--- config.mk ---
export PLATFORM = sky130hd
export DESIGN_NAME = fetch_sequencer_flat
export DESIGN_NICKNAME = d
export VERILOG_FILES = /design/src/rtl/fetch_sequencer_if.sv /design/src/rtl/fetch_sequencer.sv /design/src/flat_wrapper.sv
export SDC_FILE = /design/constraint.sdc
export NUM_CORES = 1
export LEC_CHECK = 0
export BUFFER_PORTS_ARGS = -buffer_cell sky130_fd_sc_hd__buf_2
export CAP_MARGIN = 5
export CORE_MARGIN = 4
export CORE_UTILIZATION = 48
export DETAILED_ROUTE_END_ITERATION = 16
export GPL_TIMING_DRIVEN = 0
export PLACE_DENSITY = 0.81
export SETUP_SLACK_MARGIN = 0.15
export SLEW_MARGIN = 30
export SYNTH_ARGS = -nofsm -noshare
export SYNTH_HDL_FRONTEND = slang
export SYNTH_SLANG_ARGS = --single-unit
--- constraint.sdc ---
create_clock -name clk -period 3.1 [get_ports clk]
set_input_delay 0.465 -clock clk [delete_from_list [all_inputs] [get_ports clk]]
set_output_delay 0.465 -clock clk [all_outputs]
set_load 0.01 [all_outputs]
--- src/rtl/fetch_sequencer_if.sv ---
// Fetch-side bus bundle: instruction FIFO write port plus the I-cache request/response channel.
// The sequencer drives it through the master modport; the FIFO/I-cache side uses slave.
interface fetch_sequencer_if;
  logic        fifo_full;
  logic        fifo_rst;
  logic        fifo_rst_with_delay;
  logic        fifo_write_en1;
  logic        fifo_write_en2;
  logic [31:0] fifo_write_data1;
  logic [31:0] fifo_write_data2;
  logic [31:0] fifo_write_address1;
  logic [31:0] fifo_write_address2;
  logic [2:0]  fifo_write_inst_exp1;
  logic        ic_req;
  logic [31:0] ic_addr;
  logic        ic_addr_ok;
  logic        ic_data_ok;
  logic [63:0] ic_rdata;
  logic        ic_error;

  modport master (
    input  fifo_full, ic_addr_ok, ic_data_ok, ic_rdata, ic_error,
    output fifo_rst, fifo_rst_with_delay, fifo_write_en1, fifo_write_en2,
           fifo_write_data1, fifo_write_data2, fifo_write_address1,
           fifo_write_address2, fifo_write_inst_exp1, ic_req, ic_addr
  );

  modport slave (
    output fifo_full, ic_addr_ok, ic_data_ok, ic_rdata, ic_error,
    input  fifo_rst, fifo_rst_with_delay, fifo_write_en1, fifo_write_en2,
           fifo_write_data1, fifo_write_data2, fifo_write_address1,
           fifo_write_address2, fifo_write_inst_exp1, ic_req, ic_addr
  );
endinterface

--- src/rtl/fetch_sequencer.sv ---
// Instruction-fetch controller: owns the fetch PC, keeps one 64-bit I-cache request in flight,
// writes returned words into the instruction FIFO and sequences redirects/delay-slot refetch.
module fetch_sequencer #(
  parameter logic [31:0] RESET_PC = 32'hBFC0_0000,
  parameter int          EXP_ADEL = 0,
  parameter int          EXP_BUS  = 1
) (
  input  logic                   clk,
  input  logic                   rst,
  input  logic                   fetch_stall,
  input  logic                   redirect_valid,
  input  logic [31:0]            redirect_pc,
  input  logic                   redirect_delay,
  input  logic                   redirect_slot_missing,
  fetch_sequencer_if.master      bus
);

  typedef enum logic [1:0] {IDLE, REQ, WAIT, HALT} state_t;

  state_t      state_q;
  logic [31:0] pc_q, pc_d;
  logic [31:0] target_q;
  logic        kill_q;
  logic        slot_q;
  logic        ic_req_q;
  logic [31:0] ic_addr_q;

  logic        deliver;
  logic        wr_live;
  logic        misaligned_wr;
  logic        slot_redir;
  logic        outstanding;

  always_comb begin
    deliver       = !rst && (state_q == WAIT) && bus.ic_data_ok;
    wr_live       = deliver && !kill_q;
    misaligned_wr = !rst && (state_q == IDLE) && (pc_q[1:0] != 2'b00) && !redirect_valid;
    slot_redir    = redirect_valid && redirect_delay && redirect_slot_missing;
    // A request still in flight after this edge must be drained even if redirected.
    outstanding   = (state_q == REQ) || ((state_q == WAIT) && !bus.ic_data_ok);

    pc_d = pc_q;
    if (wr_live && !bus.ic_error)
      pc_d = slot_q ? target_q : (pc_q + (pc_q[2] ? 32'd4 : 32'd8));
  end

  always_comb begin
    bus.fifo_rst             = rst | redirect_valid;
    bus.fifo_rst_with_delay  = redirect_valid & redirect_delay;
    bus.ic_req               = ic_req_q;
    bus.ic_addr              = ic_addr_q;
    bus.fifo_write_en1       = 1'b0;
    bus.fifo_write_en2       = 1'b0;
    bus.fifo_write_data1     = 32'd0;
    bus.fifo_write_data2     = 32'd0;
    bus.fifo_write_address1  = pc_q;
    bus.fifo_write_address2  = pc_q + 32'd4;
    bus.fifo_write_inst_exp1 = 3'b000;
    if (wr_live && bus.ic_error) begin
      bus.fifo_write_en1                = 1'b1;
      bus.fifo_write_inst_exp1[EXP_BUS] = 1'b1;
    end else if (wr_live && (slot_q || pc_q[2])) begin
      bus.fifo_write_en1   = 1'b1;
      bus.fifo_write_data1 = pc_q[2] ? bus.ic_rdata[63:32] : bus.ic_rdata[31:0];
    end else if (wr_live) begin
      bus.fifo_write_en1   = 1'b1;
      bus.fifo_write_en2   = 1'b1;
      bus.fifo_write_data1 = bus.ic_rdata[31:0];
      bus.fifo_write_data2 = bus.ic_rdata[63:32];
    end else if (misaligned_wr) begin
      bus.fifo_write_en1                 = 1'b1;
      bus.fifo_write_inst_exp1[EXP_ADEL] = 1'b1;
    end
  end

  always_ff @(posedge clk) begin
    if (rst) begin
      state_q   <= IDLE;
      pc_q      <= RESET_PC;
      target_q  <= 32'd0;
      kill_q    <= 1'b0;
      slot_q    <= 1'b0;
      ic_req_q  <= 1'b0;
      ic_addr_q <= 32'd0;
    end else begin
      unique case (state_q)
        IDLE: begin
          if (pc_q[1:0] != 2'b00) begin
            state_q <= HALT;
          end else if (!bus.fifo_full && !fetch_stall) begin
            state_q   <= REQ;
            ic_req_q  <= 1'b1;
            ic_addr_q <= {pc_q[31:3], 3'b000};
          end
        end
        REQ: begin
          if (bus.ic_addr_ok) begin
            state_q  <= WAIT;
            ic_req_q <= 1'b0;
          end
        end
        WAIT: begin
          if (bus.ic_data_ok) begin
            kill_q  <= 1'b0;
            state_q <= (!kill_q && bus.ic_error) ? HALT : IDLE;
            if (!kill_q && !bus.ic_error) slot_q <= 1'b0;
          end
        end
        default: ;
      endcase

      pc_q <= pc_d;

      if (redirect_valid) begin
        if (!outstanding) begin
          state_q  <= IDLE;
          ic_req_q <= 1'b0;
        end
        // With a missing delay slot, pc keeps addressing the slot; the target waits in target_q.
        if (slot_redir) begin
          target_q <= redirect_pc;
          slot_q   <= 1'b1;
        end else begin
          pc_q   <= redirect_pc;
          slot_q <= 1'b0;
          kill_q <= outstanding;
        end
      end
    end
  end

endmodule

--- src/flat_wrapper.sv ---
// flat-port wrapper written by rule: the top's interface ports become plain ports
module fetch_sequencer_flat 
#(
  parameter logic [31:0] RESET_PC = 32'hBFC0_0000,
  parameter int          EXP_ADEL = 0,
  parameter int          EXP_BUS  = 1
)
  (clk, rst, fetch_stall, redirect_valid, redirect_pc, redirect_delay, redirect_slot_missing, bus_fifo_full, bus_ic_addr_ok, bus_ic_data_ok, bus_ic_rdata, bus_ic_error, bus_fifo_rst, bus_fifo_rst_with_delay, bus_fifo_write_en1, bus_fifo_write_en2, bus_fifo_write_data1, bus_fifo_write_data2, bus_fifo_write_address1, bus_fifo_write_address2, bus_fifo_write_inst_exp1, bus_ic_req, bus_ic_addr);
  fetch_sequencer_if bus_i ();
  input  logic clk;
  input  logic rst;
  input  logic fetch_stall;
  input  logic redirect_valid;
  input  logic [31:0] redirect_pc;
  input  logic redirect_delay;
  input  logic redirect_slot_missing;
  input wire logic [$bits(bus_i.fifo_full)-1:0] bus_fifo_full;
  input wire logic [$bits(bus_i.ic_addr_ok)-1:0] bus_ic_addr_ok;
  input wire logic [$bits(bus_i.ic_data_ok)-1:0] bus_ic_data_ok;
  input wire logic [$bits(bus_i.ic_rdata)-1:0] bus_ic_rdata;
  input wire logic [$bits(bus_i.ic_error)-1:0] bus_ic_error;
  output wire logic [$bits(bus_i.fifo_rst)-1:0] bus_fifo_rst;
  output wire logic [$bits(bus_i.fifo_rst_with_delay)-1:0] bus_fifo_rst_with_delay;
  output wire logic [$bits(bus_i.fifo_write_en1)-1:0] bus_fifo_write_en1;
  output wire logic [$bits(bus_i.fifo_write_en2)-1:0] bus_fifo_write_en2;
  output wire logic [$bits(bus_i.fifo_write_data1)-1:0] bus_fifo_write_data1;
  output wire logic [$bits(bus_i.fifo_write_data2)-1:0] bus_fifo_write_data2;
  output wire logic [$bits(bus_i.fifo_write_address1)-1:0] bus_fifo_write_address1;
  output wire logic [$bits(bus_i.fifo_write_address2)-1:0] bus_fifo_write_address2;
  output wire logic [$bits(bus_i.fifo_write_inst_exp1)-1:0] bus_fifo_write_inst_exp1;
  output wire logic [$bits(bus_i.ic_req)-1:0] bus_ic_req;
  output wire logic [$bits(bus_i.ic_addr)-1:0] bus_ic_addr;
  assign bus_i.fifo_full = bus_fifo_full;
  assign bus_i.ic_addr_ok = bus_ic_addr_ok;
  assign bus_i.ic_data_ok = bus_ic_data_ok;
  assign bus_i.ic_rdata = bus_ic_rdata;
  assign bus_i.ic_error = bus_ic_error;
  assign bus_fifo_rst = bus_i.fifo_rst;
  assign bus_fifo_rst_with_delay = bus_i.fifo_rst_with_delay;
  assign bus_fifo_write_en1 = bus_i.fifo_write_en1;
  assign bus_fifo_write_en2 = bus_i.fifo_write_en2;
  assign bus_fifo_write_data1 = bus_i.fifo_write_data1;
  assign bus_fifo_write_data2 = bus_i.fifo_write_data2;
  assign bus_fifo_write_address1 = bus_i.fifo_write_address1;
  assign bus_fifo_write_address2 = bus_i.fifo_write_address2;
  assign bus_fifo_write_inst_exp1 = bus_i.fifo_write_inst_exp1;
  assign bus_ic_req = bus_i.ic_req;
  assign bus_ic_addr = bus_i.ic_addr;
  fetch_sequencer #(.RESET_PC(RESET_PC), .EXP_ADEL(EXP_ADEL), .EXP_BUS(EXP_BUS)) u_core (.clk(clk), .rst(rst), .fetch_stall(fetch_stall), .redirect_valid(redirect_valid), .redirect_pc(redirect_pc), .redirect_delay(redirect_delay), .redirect_slot_missing(redirect_slot_missing), .bus(bus_i));
endmodule
Word level (Yosys, flattened, before mapping)
Index checks and enable logic that the tools add are counted.
{ "totals": {"reg_bits": 98, "in_bits": 106, "output_inout_bits": 168, "word_cells": 92} }
{ "op_classes": {"add_sub_neg": 2, "eq_ne": 2, "mux": 46, "bitwise_logic": 3, "n_reduce_logical": 32} }
{ "ops": {"columns": ["cell", "n"], "rows": [
  ["2-to-1 mux 32 bit", 11],
  ["adder 32 x 3 -> 32 bit, second input constant", 1],
  ["adder 32 bit", 1],
  ["2-to-1 mux 1 bit", 25],
  ["logical AND 1 bit", 15],
  ["2-to-1 mux 2 bit", 7],
  ["nonzero test 2 bit", 4],
  ["zero test 1 bit", 7],
  ["one-hot mux 2 bit (3 select lines)", 1],
  ["AND reduction 3 bit", 2],
  ["2-to-1 mux 4 bit", 1],
  ["== test 2 x 1 -> 1 bit, second input constant", 1],
  ["== test 2 bit, second input constant", 1],
  ["zero test 2 bit", 1],
  ["logical OR 1 bit", 2],
  ["one-hot mux 1 bit (2 select lines)", 1],
  ["AND reduction 2 bit", 1],
  ["bitwise AND 1 bit", 1],
  ["inverter 1 bit", 1],
  ["bitwise OR 1 bit", 1]
]} }

Depth between registers and ports, before layout
{ "depth": {"word_depth": 8, "ltp_mapped": 10, "depth_no_buf": 7} }

Least setup slack after synthesis
OpenSTA, ideal clock, no wires.
{ "synth_timing": {"path_type": "register to register", "start": "register u_core.pc_q[2] (netlist: u_core.bus.fifo_write_address1[2])", "end": "register u_core.pc_q[27] (netlist: u_core.bus.fifo_write_address1[27])", "setup_ns": 0.106, "t_arrival_ns": 2.871, "required_ns": 2.994, "setup_slack_ns": 0.123, "path_stages_with_launch": 10, "path_buffers": 2, "period_less_slack_ns": 2.977, "path_cell_list": "dfxtp_1 > buf_1 > clkbuf_1 > inv_1 > ha_1 > a21oi_1 > nor3_1 > nand4_1 > mux2i_1 > o311ai_0"} }
{ "synth_via": {"elab_chain_len": 6} }
{ "synth_rtl": {"columns": ["element", "line", "rtl"], "rows": [
  ["start: declaration", "fetch_sequencer.sv:21", "logic [31:0] pc_q, pc_d;"],
  ["start signal: assignment", "fetch_sequencer.sv:112", "pc_q <= pc_d;"],
  ["start signal: assignment", "fetch_sequencer.sv:124", "pc_q <= redirect_pc;"],
  ["2-to-1 mux 4 bit", "fetch_sequencer.sv:44", "pc_d = slot_q ? target_q : (pc_q + (pc_q[2] ? 32'd4 : 32'd8));"],
  ["adder 32 bit (*)", "fetch_sequencer.sv:44", null],
  ["2-to-1 mux 32 bit (*)", "fetch_sequencer.sv:44", null],
  ["2-to-1 mux 32 bit (*)", "fetch_sequencer.sv:43", "if (wr_live && !bus.ic_error)"],
  ["2-to-1 mux 32 bit", "fetch_sequencer.sv:120", "if (slot_redir) begin"],
  ["2-to-1 mux 32 bit (*)", "fetch_sequencer.sv:114", "if (redirect_valid) begin"]
]} }
Every way passes the cells marked *; elsewhere a longest branch is shown, timed or not.
A chain may end at the register's enable or synchronous reset.

Final worst setup path
{ "layout_timing": {"start": "register u_core.pc_q[8] (netlist: u_core.bus.fifo_write_address1[8])", "end": "output port bus_fifo_write_address2[27]"} }
{ "layout_via": {"elab_chain_len": 1} }
{ "layout_rtl": {"columns": ["element", "line", "rtl"], "rows": [
  ["adder 32 x 3 -> 32 bit", "fetch_sequencer.sv:57", "bus.fifo_write_address2 = pc_q + 32'd4;"],
  ["end: declaration", "flat_wrapper.sv:29", "output wire logic [$bits(bus_i.fifo_write_address2)-1:0] bus_fifo_write_address2;"]
]} }
No other way between the ends.

==> results.sh <==
export IMPL_hp_start="redirect_pc[10]"
export IMPL_finClkSkew_ns=0.00978
export IMPL_power_share_sequential_pct=43.4
export IMPL_slew_headroom_pct=51.2
export IMPL_syn_instance_count=849
export IMPL_syn_area_um2=6100
export IMPL_crit_type="flip-flop to primary output"
export IMPL_multi_input_area_um2=3830
export IMPL_totalWireLength_um=27500
export IMPL_switching_share_pct=32.1
export IMPL_dp_hpwl_um=20200
export IMPL_ir_worst_vdd_v=0.000261
export IMPL_ios=274
export IMPL_worst_r2r_cell_count=9
export IMPL_nFillCells=1117
export IMPL_tns_ns=0
export IMPL_min_period_over_period_pct=94.2
export IMPL_power_density_nw_per_um2=382
export IMPL_vias=7770
export IMPL_cts_sinks=98
export IMPL_end_kind="primary output"
export IMPL_r2r_end="u_core.bus.fifo_write_address1[17]"
export IMPL_finalSetupViolations=0
export IMPL_layout_area_seq_um2=1980
export IMPL_first_pass_iters=7
export IMPL_postLayoutCoreUtil_pct=68.2
export IMPL_crit_buf_inv=3
export IMPL_cp_slowest_cell="nor4_4"
export IMPL_max_cap_viol_count=0
export IMPL_seq_area_frac_synth_pct=32.1
export IMPL_rsz0062_at_grt="yes"
export IMPL_grt_max_degree=16
export IMPL_p_leak_nw=3.78
export IMPL_grt_pass1_wl_um=41000
export IMPL_clk_pin_slew_worst_paths_ns=0.07
export IMPL_synth_seq_cells=98
export IMPL_drc=0
export IMPL_yosysTopAreaCell="dfxtp_1"
export IMPL_start_util_pct=50.0
export IMPL_crit_chain="buf_6 -> buf_4 -> nand4_1 -> nor4_4 -> nor3b_4 -> nand3_1 -> xnor2_1 -> buf_2"
export IMPL_critPathMaxStageDelay_ns=0.45
export IMPL_ys_top_cells_by_area="dfxtp_1 32%, nand2_1 11%, a21oi_1 7.4%, mux2i_1 5.7%, nor2_1 5.5%"
export IMPL_clock_latency_ns=0.35
export IMPL_cts_buffer_depth=2
export IMPL_hold_viol=0
export IMPL_min_period_ns=2.92
export IMPL_rr_startpoint="u_core.bus.fifo_write_address1[2]"
export IMPL_placement_rows=40
export IMPL_synth_cell_type_count=68
export IMPL_hold_path_depth=3
export IMPL_cts_made_buffers=9
export IMPL_drv_slew=0
export IMPL_ant_nets=0
export IMPL_p_comb_share_pct=23.4
export IMPL_grt_usage_pct=36.0
export IMPL_yosysMostFrequentCell="nand2_1"
export IMPL_crit_fanout=8
export IMPL_die_area_um2=14600
export IMPL_synthToLayoutAreaGrowth_pct=36.5
export IMPL_grt_pass1_vias=7649
export IMPL_drt_iter0_drc=1148
export IMPL_drive_gt1_share_pct=33.4
export IMPL_total_power_mw=3.18
export IMPL_vias_per_cell=5.81
export IMPL_synth_edff_count=0
export IMPL_cts_tree="built"
export IMPL_die_h_um=121
export IMPL_synth_flop_cell="dfxtp_1"
export IMPL_reg2reg_slack_ns=0.21
export IMPL_avgSynthCellArea_um2=7.19
export IMPL_wl_per_cell_um=20.6
export IMPL_worst_slew_pin_slew_ns=0.733
export IMPL_worst_endpoint_required_ns=2.63
export IMPL_critPathLaunchType="flip-flop"
export IMPL_max_freq_mhz=342
export IMPL_synth_warnings=0
export IMPL_io_buffers=269
export IMPL_fin_nets=1265
export IMPL_antenna_found_initial=9
export IMPL_synth_common_cells="172 x nand2_1, 98 x dfxtp_1, 90 x a21oi_1"
export IMPL_fin_hold_ws_ns=0.354
export IMPL_gp_routability_congestion=0.999
export IMPL_power_frac_clock_pct=33.2
export IMPL_min_to="u_core.bus.fifo_write_address1[10]"
export IMPL_p_int_mw=2.16
export IMPL_grt_overflow_total=0
export IMPL_status="complete, no violations"
export IMPL_min_path_type="primary input to flip-flop"
export IMPL_core_area_um2=12200
export IMPL_synthArstFlopShare_pct=0
export IMPL_htreeDepth=3
export IMPL_cts_root_buf="clkbuf_16"
export IMPL_power_switching_mw=1.02
export IMPL_die_w_um=121
export IMPL_synth_top_area_share_pct=32.1
export IMPL_cp_top_family="simple AND/OR/NAND/NOR gates"
export IMPL_cp_data_arrival_time_ns=2.46
cells by family (layout without fill, tap and decap cells):
logic type / after synthesis / after routing / synth area share [%]
compound gates: 176 / 176 / 18.1
flops: 98 / 98 / 32.1
fa+ha+maj: 2 / 2 / 0.410
buf+inv: 94 / 404 / 6.89
xor+xnor: 29 / 29 / 4.16
other cells: 1 / 12 / 0.0614
simple gates: 414 / 414 / 32.5
mux: 35 / 35 / 5.74
per-stage QoR:
step / std cells / instance area (um2) / worst slack (ns)
after floorplan: 852 / 6120 / 0.331
after global placement: 1289 / 7670 / -0.231
after detailed placement: 1289 / 7670 / -0.268
after CTS: 1322 / 8200 / 0.134
after global routing: 1338 / 8330 / 0.127
final: 1338 / 8330 / 0.180
power by group through the flow:
stage	Clock, mW	Sequential [mW]	Combinational (mW)
after floorplan	0	1.41	0.378
after global placement	0	1.40	0.677
after detailed placement	0	1.41	0.684
after CTS	1.03	1.38	0.717
after global routing	1.10	1.39	0.801
final	1.06	1.38	0.744
registers in the layout, summed over array words and instances, names as in the netlist:
| register | flops |
|---|---|
| u_core.bus.ic_addr | 29 |
| u_core.state_q | 2 |
| u_core.kill_q | 1 |
| u_core.slot_q | 1 |
| u_core.bus.ic_req | 1 |
| u_core.target_q | 32 |
| u_core.bus.fifo_write_address1 | 32 |
worst min-delay path: stages:
cell	delay, ns
buf_2	0.11
nand2_1	0.05
a21oi_1	0.05
worst max-delay path by stage:
stage / from / endpoint / slack (ns) / cells past startpoint
2_1_floorplan: u_core.bus.fifo_write_address1[2] / u_core.bus.fifo_write_address1[27] / 0.33 / 9
3_3_place_gp: u_core.bus.fifo_write_address1[2] / u_core.bus.fifo_write_address1[27] / -0.23 / 9
3_5_place_dp: u_core.bus.fifo_write_address1[2] / u_core.bus.fifo_write_address1[27] / -0.27 / 9
4_1_cts: u_core.state_q[1] / bus_fifo_write_data1[17] / 0.13 / 9
5_1_grt: u_core.bus.fifo_write_address1[2] / u_core.bus.fifo_write_address1[17] / 0.13 / 9
6_report: u_core.bus.fifo_write_address1[8] / bus_fifo_write_address2[27] / 0.18 / 8
timing repair:
item | 4_1_cts | 5_1_grt
setup endpoints to repair | 100 | 71
hold buffers | 0 | 0
resized for setup | 45 | 27
buffers inserted | 17 | 8
pin swaps | 7 | 6
placed cells by master, fill, tap and decap left out, drive strengths merged, types with 15 or more instances in the layout:
| master | netlist | final |
|---|---|---|
| clkbuf | 61 | 73 |
| xnor2 | 15 | 15 |
| buf | 25 | 319 |
| nor2 | 90 | 90 |
| and2 | 36 | 36 |
| a21oi | 90 | 90 |
| nand2 | 172 | 172 |
| nor3 | 29 | 29 |
| dfxtp | 98 | 98 |
| mux2i | 35 | 35 |
| o21ai | 17 | 17 |
cell type report:
cell class / count / share of cell area, %
clock inverters: 4 / 0.345
well taps: 168 / 2.52
multi-input cells: 660 / 46.0
clock buffers: 12 / 2.84
flip-flops and latches: 98 / 23.8
repair buffers: 294 / 18.4
diodes: 8 / 0.240
inverters: 8 / 0.360
plain buffers: 86 / 5.50
layer usage:
metal	vias up	part of all wire (%)	track usage, %	wire length, um
li1	3549	-	-	-
met1	3483	34	41.2	9450
met2	613	48	61.3	13300
met3	125	11	7.20	3070
met4	0	6.1	22.7	1670
met5	-	0	0	0
Power figures use the tool's default switching activity.
